## config.mk

```make
export PLATFORM = sky130hd
export DESIGN_NAME = aes_block_loader
export DESIGN_NICKNAME = d
export VERILOG_FILES = /design/src/rtl/aes_block_loader_pkg.sv /design/src/rtl/aes_byte_sink.sv /design/src/rtl/aes_block_loader.sv
export SDC_FILE = /design/constraint.sdc
export NUM_CORES = 1
export LEC_CHECK = 0
export BUFFER_PORTS_ARGS = -buffer_cell sky130_fd_sc_hd__buf_2
export CAP_MARGIN = 10
export CORE_MARGIN = 8
export CORE_UTILIZATION = 40
export CTS_CLUSTER_SIZE = 20
export DETAILED_ROUTE_END_ITERATION = 10
export SYNTH_ARGS = -nofsm -noshare
export SYNTH_HDL_FRONTEND = slang
export SYNTH_HIERARCHICAL = 1
export SYNTH_SLANG_ARGS = --single-unit
```

## constraint.sdc

```tcl
create_clock -name KEY -period 23.1 [get_ports KEY]
set_input_delay 5.775 -clock KEY [delete_from_list [all_inputs] [get_ports KEY]]
set_output_delay 5.775 -clock KEY [all_outputs]
set_load 0.05 [all_outputs]
```

## src/rtl/aes_block_loader_pkg.sv

```systemverilog
// Shared constants for the AES byte-serial loader: phase encodings, key-length codes,
// byte counts and the key-length helper functions.
package aes_block_loader_pkg;

  localparam int TEXT_BYTES    = 16;
  localparam int MAX_KEY_BYTES = 32;

  localparam int KEY128_BYTES = 16;
  localparam int KEY192_BYTES = 24;
  localparam int KEY256_BYTES = 32;

  typedef enum logic [1:0] {
    PH_IDLE      = 2'd0,
    PH_LOAD_TEXT = 2'd1,
    PH_LOAD_KEY  = 2'd2,
    PH_DONE      = 2'd3
  } phase_t;

  localparam logic [1:0] KL_128 = 2'd0;
  localparam logic [1:0] KL_192 = 2'd1;
  localparam logic [1:0] KL_256 = 2'd2;

  // Code 3 is undefined for AES and falls back to 128-bit.
  function automatic logic [1:0] norm_key_sel(input logic [1:0] sel);
    return (sel == 2'd3) ? KL_128 : sel;
  endfunction

  function automatic logic [5:0] key_last_idx(input logic [1:0] ks);
    case (ks)
      KL_192:  return 6'(KEY192_BYTES - 1);
      KL_256:  return 6'(KEY256_BYTES - 1);
      default: return 6'(KEY128_BYTES - 1);
    endcase
  endfunction

endpackage

```

## src/rtl/aes_byte_sink.sv

```systemverilog
// N-byte register filled one byte per write; byte 0 lands in the leftmost lane [0:7].
// The index counter wraps to 0 after the write at last_idx.
module aes_byte_sink #(
  parameter int N = 16
) (
  input  logic             clk,
  input  logic             rst,
  input  logic             clear,
  input  logic             wr,
  input  logic [7:0]       wdata,
  input  logic [5:0]       last_idx,
  output logic [0:8*N-1]   data,
  output logic [5:0]       idx,
  output logic             at_last
);

  assign at_last = (idx == last_idx);

  always_ff @(posedge clk or posedge rst) begin
    if (rst) begin
      data <= '0;
      idx  <= '0;
    end else if (clear) begin
      data <= '0;
      idx  <= '0;
    end else if (wr) begin
      for (int b = 0; b < N; b++) begin
        if (idx == 6'(b)) data[8*b +: 8] <= wdata;
      end
      idx <= at_last ? 6'd0 : idx + 6'd1;
    end
  end

endmodule

```

## src/rtl/aes_block_loader.sv

```systemverilog
// Byte-serial loader for the AES demo: assembles plaintext then key, then pulses go once.
// Valid/ready: a byte transfers on a rising KEY edge when in_valid & in_ready; start overrides it.
module aes_block_loader
  import aes_block_loader_pkg::*;
(
  input  logic                       KEY,
  input  logic                       rst,
  input  logic                       start,
  input  logic [1:0]                 key_len_sel,
  input  logic                       in_valid,
  input  logic [7:0]                 in_byte,
  output logic                       in_ready,
  output logic [0:8*TEXT_BYTES-1]    text,
  output logic [0:8*MAX_KEY_BYTES-1] key,
  output logic [1:0]                 key_sel,
  output logic [5:0]                 byte_idx,
  output logic [1:0]                 phase,
  output logic                       loaded,
  output logic                       go
);

  phase_t     state;
  logic       xfer;
  logic       text_wr;
  logic       key_wr;
  logic [5:0] text_idx;
  logic [5:0] key_idx;
  logic       text_last;
  logic       key_last;

  assign xfer    = in_valid & in_ready;
  assign text_wr = xfer & ~start & (state == PH_LOAD_TEXT);
  assign key_wr  = xfer & ~start & (state == PH_LOAD_KEY);
  assign phase   = state;

  aes_byte_sink #(.N(TEXT_BYTES)) u_text_sink (
    .clk      (KEY),
    .rst      (rst),
    .clear    (start),
    .wr       (text_wr),
    .wdata    (in_byte),
    .last_idx (6'(TEXT_BYTES - 1)),
    .data     (text),
    .idx      (text_idx),
    .at_last  (text_last)
  );

  aes_byte_sink #(.N(MAX_KEY_BYTES)) u_key_sink (
    .clk      (KEY),
    .rst      (rst),
    .clear    (start),
    .wr       (key_wr),
    .wdata    (in_byte),
    .last_idx (key_last_idx(key_sel)),
    .data     (key),
    .idx      (key_idx),
    .at_last  (key_last)
  );

  // Each sink resets its own counter at phase end, so idle/done phases report 0.
  always_comb begin
    byte_idx = 6'd0;
    case (state)
      PH_LOAD_TEXT: byte_idx = text_idx;
      PH_LOAD_KEY:  byte_idx = key_idx;
      default:      byte_idx = 6'd0;
    endcase
  end

  always_ff @(posedge KEY or posedge rst) begin
    if (rst) begin
      state    <= PH_IDLE;
      key_sel  <= KL_128;
      in_ready <= 1'b0;
      loaded   <= 1'b0;
      go       <= 1'b0;
    end else begin
      go <= 1'b0;
      if (start) begin
        state    <= PH_LOAD_TEXT;
        key_sel  <= norm_key_sel(key_len_sel);
        in_ready <= 1'b1;
        loaded   <= 1'b0;
      end else begin
        case (state)
          PH_LOAD_TEXT: begin
            if (text_wr && text_last) state <= PH_LOAD_KEY;
          end
          PH_LOAD_KEY: begin
            if (key_wr && key_last) begin
              state    <= PH_DONE;
              in_ready <= 1'b0;
              loaded   <= 1'b1;
              go       <= 1'b1;
            end
          end
          default: ;
        endcase
      end
    end
  end

endmodule
```

Word level (Yosys, flattened, before mapping)
Index checks and enable logic that the tools add are counted.
{ "word_totals": {"input_bits": 14, "output_inout_bits": 397, "wordCells": 297, "reg_bits": 403} }
{ "op_classes": {"n_eq_ne": 54, "addsub": 2, "n_reduce_logical": 107, "n_mux": 74, "bitwise": 5} }
{ "ops": {"columns": ["cell", "count"], "rows": [
  ["two-way mux 256 bit", 2],
  ["two-way mux 8 bit", 48],
  ["two-way mux 128 bit", 2],
  ["nonzero test 2 bit", 52],
  ["AND reduction 2 bit", 49],
  ["equality test 6 x 4 -> 1 bit, second input constant", 16],
  ["equality test 6 x 5 -> 1 bit, second input constant", 16],
  ["equality test 6 x 3 -> 1 bit, second input constant", 8],
  ["two-way mux 6 bit", 6],
  ["equality test 6 x 2 -> 1 bit, second input constant", 4],
  ["adder 6 x 1 -> 6 bit, second input constant", 2],
  ["equality test 6 x 1 -> 1 bit, second input constant", 2],
  ["logical NOT 6 bit", 2],
  ["case mux 6 bit (2 select lines)", 1],
  ["case mux 5 bit (2 select lines)", 1],
  ["two-way mux 1 bit", 9],
  ["two-way mux 2 bit", 4],
  ["equality test 2 bit, second input constant", 3],
  ["equality test 6 x 5 -> 1 bit", 1],
  ["inequality test 3 x 2 -> 1 bit, second input constant", 2],
  ["AND 1 bit", 4],
  ["equality test 2 x 1 -> 1 bit, second input constant", 2],
  ["case mux 2 bit (2 select lines)", 1],
  ["AND reduction 3 bit", 1],
  ["3 further kinds", 4]
]} }

Longest topological paths before layout
{ "logic_depth": {"depth_word": 7, "depth_mapped": 10} }

Cells and area by module
Netlist, hierarchy kept.
{ "modules_own_cells": {"columns": ["mod", "cells_each", "instances", "area_each_um2"], "rows": [
  ["aes_byte_sink (u_key_sink)", 914, 1, 11353.4],
  ["aes_byte_sink (u_text_sink)", 603, 1, 5864.4],
  ["aes_block_loader", 55, 1, 483.0]
]} }

Worst setup path after synthesis
No wires, ideal clock.
{ "synth_path": {"path_kind": "reg-to-output", "start": "reg state[0] (netlist: phase[0])", "end": "out byte_idx[0]", "slack_ns": 15.537, "required_time_ns": 17.325, "arrival_time_ns": 1.788, "path_stages_with_launch": 4, "path_cell_list": "dfrtp_1 > inv_1 > ha_1 > nor2_1"} }
{ "synth_via": {"elab_chain_len": 2, "word_cells_on_any_way": 3, "cone_classes": "2 x eq/ne; 1 x mux"} }
{ "synth_lines": {"columns": ["element", "line", "source"], "rows": [
  ["from (decl)", "aes_block_loader.sv:22", "phase_t state;"],
  ["from (signal assigned)", "aes_block_loader.sv:72", "state <= PH_IDLE;"],
  ["from (signal assigned)", "aes_block_loader.sv:80", "state <= PH_LOAD_TEXT;"],
  ["from (signal assigned)", "aes_block_loader.sv:87", "if (text_wr && text_last) state <= PH_LOAD_KEY;"],
  ["equality test 2 bit / equality test 2 x 1 -> 1 bit (equally long branches)", "aes_block_loader.sv:63", "case (state)"],
  ["case mux 6 bit (2 select lines) (*)", "aes_block_loader.sv:63", null],
  ["to (decl)", "aes_block_loader.sv:16", "output logic [5:0] byte_idx,"]
]} }
Mark *: on every way between the ends. The rest lies on a longest branch, timed or not.

Final worst setup path
{ "layout_path": {"start": "in start", "end": "reg u_text_sink/data[116] in the netlist's numbering"} }
{ "layout_via": {"elab_chain_len": 5, "word_cells_on_any_way": 7, "cone_classes": "1 x mux; 3 x bitwise; 3 x reduce/logical"} }
{ "layout_lines": {"columns": ["element", "line", "source"], "rows": [
  ["from (decl)", "aes_block_loader.sv:8", "input logic start,"],
  ["NOT 1 bit", "aes_block_loader.sv:32", "assign text_wr = xfer & ~start & (state == PH_LOAD_TEXT);"],
  ["AND 1 bit (2 in a row)", "aes_block_loader.sv:32", null],
  ["nonzero test 2 bit (no line)", null, null],
  ["AND reduction 2 bit (no line)", null, null],
  ["to (signal, indexed assignment)", "aes_byte_sink.sv:28", "if (idx == 6'(b)) data[8*b +: 8] <= wdata;"],
  ["to (decl)", "aes_byte_sink.sv:12", "output logic [0:8*N-1] data,"]
]} }
Several ways; a longest one is shown, not always the timed one.
A chain may end at the register's enable or synchronous reset.

==> out/metrics.csv <==
metric,value,unit
startpoint,start,
min-delay-start,u_key_sink/data[123]$_DFFE_PP0P_,
grt-ovfl-total,0,
report.final.setup_viol,0,
tritoncts.num_buffers,46,
ys_warn_count,6,
standard_cell_area_after_detailed_placement,19900,µm²
post-route-drc-count,0,
drt_iter0_markers,1321,
drt.antenna.violating_nets,0,
layout-drive-gt1-share,28.1,%
antenna_cell_count,0,
cts_tree,yes,
topRoutingLayerUsed,met4,
synth-main-ff-cell,sky130_fd_sc_hd__dfrtp_1,
final-hold-violation-count,0,
unrepaired_setup_endpoints_after_global_routing,false,
core_region_area,43900,µm²
wire_length_of_the_first_global_routing_pass,86.9,mm
die_h,226,µm
max_cap_viols,0,
cts.clk_slew.worst_paths,0.06,ns
ys_ff_latch,403,
critical_path_arrival,8.38,ns
ctsRootBufferMaster,sky130_fd_sc_hd__clkbuf_16,
clock_power_share,48.2,%
ir_drop,0.0650,mV
worstHoldPathType,flip-flop to flip-flop,
route.met2.wl,26.7,mm
max_transition_margin,26.0,%
avgViaCountPerCell,5.22,
sink_count_of_the_clock_tree,403,
postSynth.asyncResetShare,100,%
met1_wire_length,24.2,mm
synth-edff-count,0,
post_synth_instance_area,17700,µm²
dpl.hpwl,37.1,mm
postSynthCellCount,1572,
ctsResizeCount,0,
cts.repair_timing.setup_buffer_count,0,
finalSetupTns,0,ns
num-nets-final,1950,
power.share.sequential,47.6,%
core.rowCount,77,
cts_max_level,2,
wire_per_inst,22.8,µm
port-buffer-count,410,
globalplace.congestion,0.776,
crit-reg2reg-launch,phase[1]$_DFFE_PP0P_,
first_global_vias,13400,
grt_start_max_net_pins,119,
layout_min_cycle_time,7.97,ns
min_path_cells,2,
grt_overall_usage,22.1,%
yosys.cell_types.count,50,
io_pins,411,
wl_met3,5.29,mm
timing.critical_path.required,23.51,ns
ys_seq_area_share,57.0,%
timing.clock.skew,0.0272,ns
num_vias,13300,
synth_top_cells_by_area,"sky130_fd_sc_hd__dfrtp_1 (57%), sky130_fd_sc_hd__mux2i_1 (16%), sky130_fd_sc_hd__nor2_1 (6.3%), sky130_fd_sc_hd__a21oi_1 (2.8%), sky130_fd_sc_hd__nand3_1 (2.7%)",
synthDominantAreaCellType,sky130_fd_sc_hd__dfrtp_1,
syn2layout_area_growth,20.7,%
worstSetupStartpointType,primary input,
reg2regPathDepth,7,
fmax,125,MHz
postRouteWirelength,58.1,mm
synth_top_area_share,57.0,%
finalMaxSlewViolations,0,
fp.dieArea,51200,µm²
setup.worst_path.class,primary input to flip-flop,
power.density_cell_area,69.7,nW/µm²
cts_buffer_depth,3,
final_min_period_over_clock_period,34.5,%
sw_frac_of_total,23.6,%
grt_antenna_before_repair,0,
cts.hold.buffers_added,0,
die_width,226,µm
postLayoutCoreUtil,48.6,%
syn_area_per_cell,11.3,µm²
hold_ws,0.514,ns
internal_power,1.14,mW
comb_power_share,4.2,%
static-leakage-power,12.3,nW
switchingPower,351,µW
endpoint_kind,flip-flop,
finish.instance_area,21400,µm²
timing.critical_path.fanout_max,115,
initial_core_util,40.3,%
status,"complete, no violations",
total_power,1.49,mW
clk-insertion-delay-late,0.58,ns
timing_worst_slew_pin_value,1.11,ns
drt_first_pass_iters,6,
==> area by class of cell <==
| type | count | area [µm²] |
|---|---|---|
| clock inverters | 13 | 119 |
| well taps | 592 | 741 |
| clock buffers | 67 | 1370 |
| repair buffers | 428 | 2210 |
| multi-input cells | 1030 | 6770 |
| fillers | 4037 | 22600 |
| flip-flops and latches | 403 | 10100 |
| inverters | 15 | 66.3 |
==> synthesized netlist by cell type (all sizes together), types with 6 or more instances <==
cell type and instances:
clkbuf 68, a22oi 6, a21oi 99, nand2 113
xor2 9, nand3 122, nor2 300, buf 64
ha 12, inv 15, a211oi 9, nand4 11
xnor2 11, mux2i 289, dfrtp 403
==> kinds of logic after synthesis <==
family          after synthesis  share of synthesized area [%]
compound gates              126                           3.97
xor+xnor                     20                          0.990
fa+ha+maj                    12                          0.848
buf+inv                     147                           5.00
flops                       403                           57.0
mux                         289                           16.3
other cells                   2                         0.0424
simple gates                573                           15.8
==> sequential cells by signal (all words and copies together) (netlist names) <==
name              flops
phase                 2
go                    1
loaded                1
u_text_sink/data    128
in_ready              1
u_key_sink/idx        6
key_sel               2
u_text_sink/idx       6
u_key_sink/data     256
==> cell usage in the layout, fill, tap and decap left out, types with 13 or more instances in the layout <==
master / count
sky130_fd_sc_hd__nand3_4: 20
sky130_fd_sc_hd__nor2_1: 298
sky130_fd_sc_hd__nand2_1: 113
sky130_fd_sc_hd__mux2i_1: 289
sky130_fd_sc_hd__clkbuf_16: 47
sky130_fd_sc_hd__buf_2: 405
sky130_fd_sc_hd__inv_1: 13
sky130_fd_sc_hd__a21oi_1: 99
sky130_fd_sc_hd__nand3_1: 97
sky130_fd_sc_hd__dfrtp_1: 403
sky130_fd_sc_hd__buf_4: 22
==> worst paths after layout <==
check	end	slack, ns
worst max-delay path	u_text_sink/data[116]$_DFFE_PP0P_	15.13
worst min-delay path	u_key_sink/data[123]$_DFFE_PP0P_	0.51
worst max register to register	u_text_sink/data[70]$_DFFE_PP0P_	20.16
worst min register to register	u_key_sink/data[123]$_DFFE_PP0P_	0.51
max in group asynchronous	u_key_sink/data[115]$_DFFE_PP0P_	16.15
min in group asynchronous	go$_DFF_PP0_	5.21
==> critical path, cell delays in order <==
cell,delay (ns)
sky130_fd_sc_hd__buf_8,0.51
sky130_fd_sc_hd__buf_4,0.83
sky130_fd_sc_hd__buf_4,0.97
sky130_fd_sc_hd__nor2_1,0.13
==> power groups by stage <==
stage	logic, mW	registers, mW	clock network [mW]
5_1_grt	0.0683	0.709	0.762
3_3_place_gp	0.0631	0.722	0
4_1_cts	0.0636	0.709	0.736
6_report	0.0622	0.709	0.718
3_5_place_dp	0.0637	0.722	0
2_1_floorplan	0.0391	0.726	0
==> routing by layer <==
layer	track usage [%]	vias to the layer above
met4	7.79	0
met3	6.98	100
met5	0	-
li1	-	5977
met2	34.3	511
met1	29.0	6725
==> stage by stage <==
| stage | setup WS (ns) | instances |
|---|---|---|
| floorplan | 10.11 | 1580 |
| global placement | 14.61 | 2468 |
| detailed placement | 14.55 | 2468 |
| CTS | 15.13 | 2548 |
| global route | 14.90 | 2548 |
| finish | 15.13 | 2548 |
(Power assumes the default switching activity.)
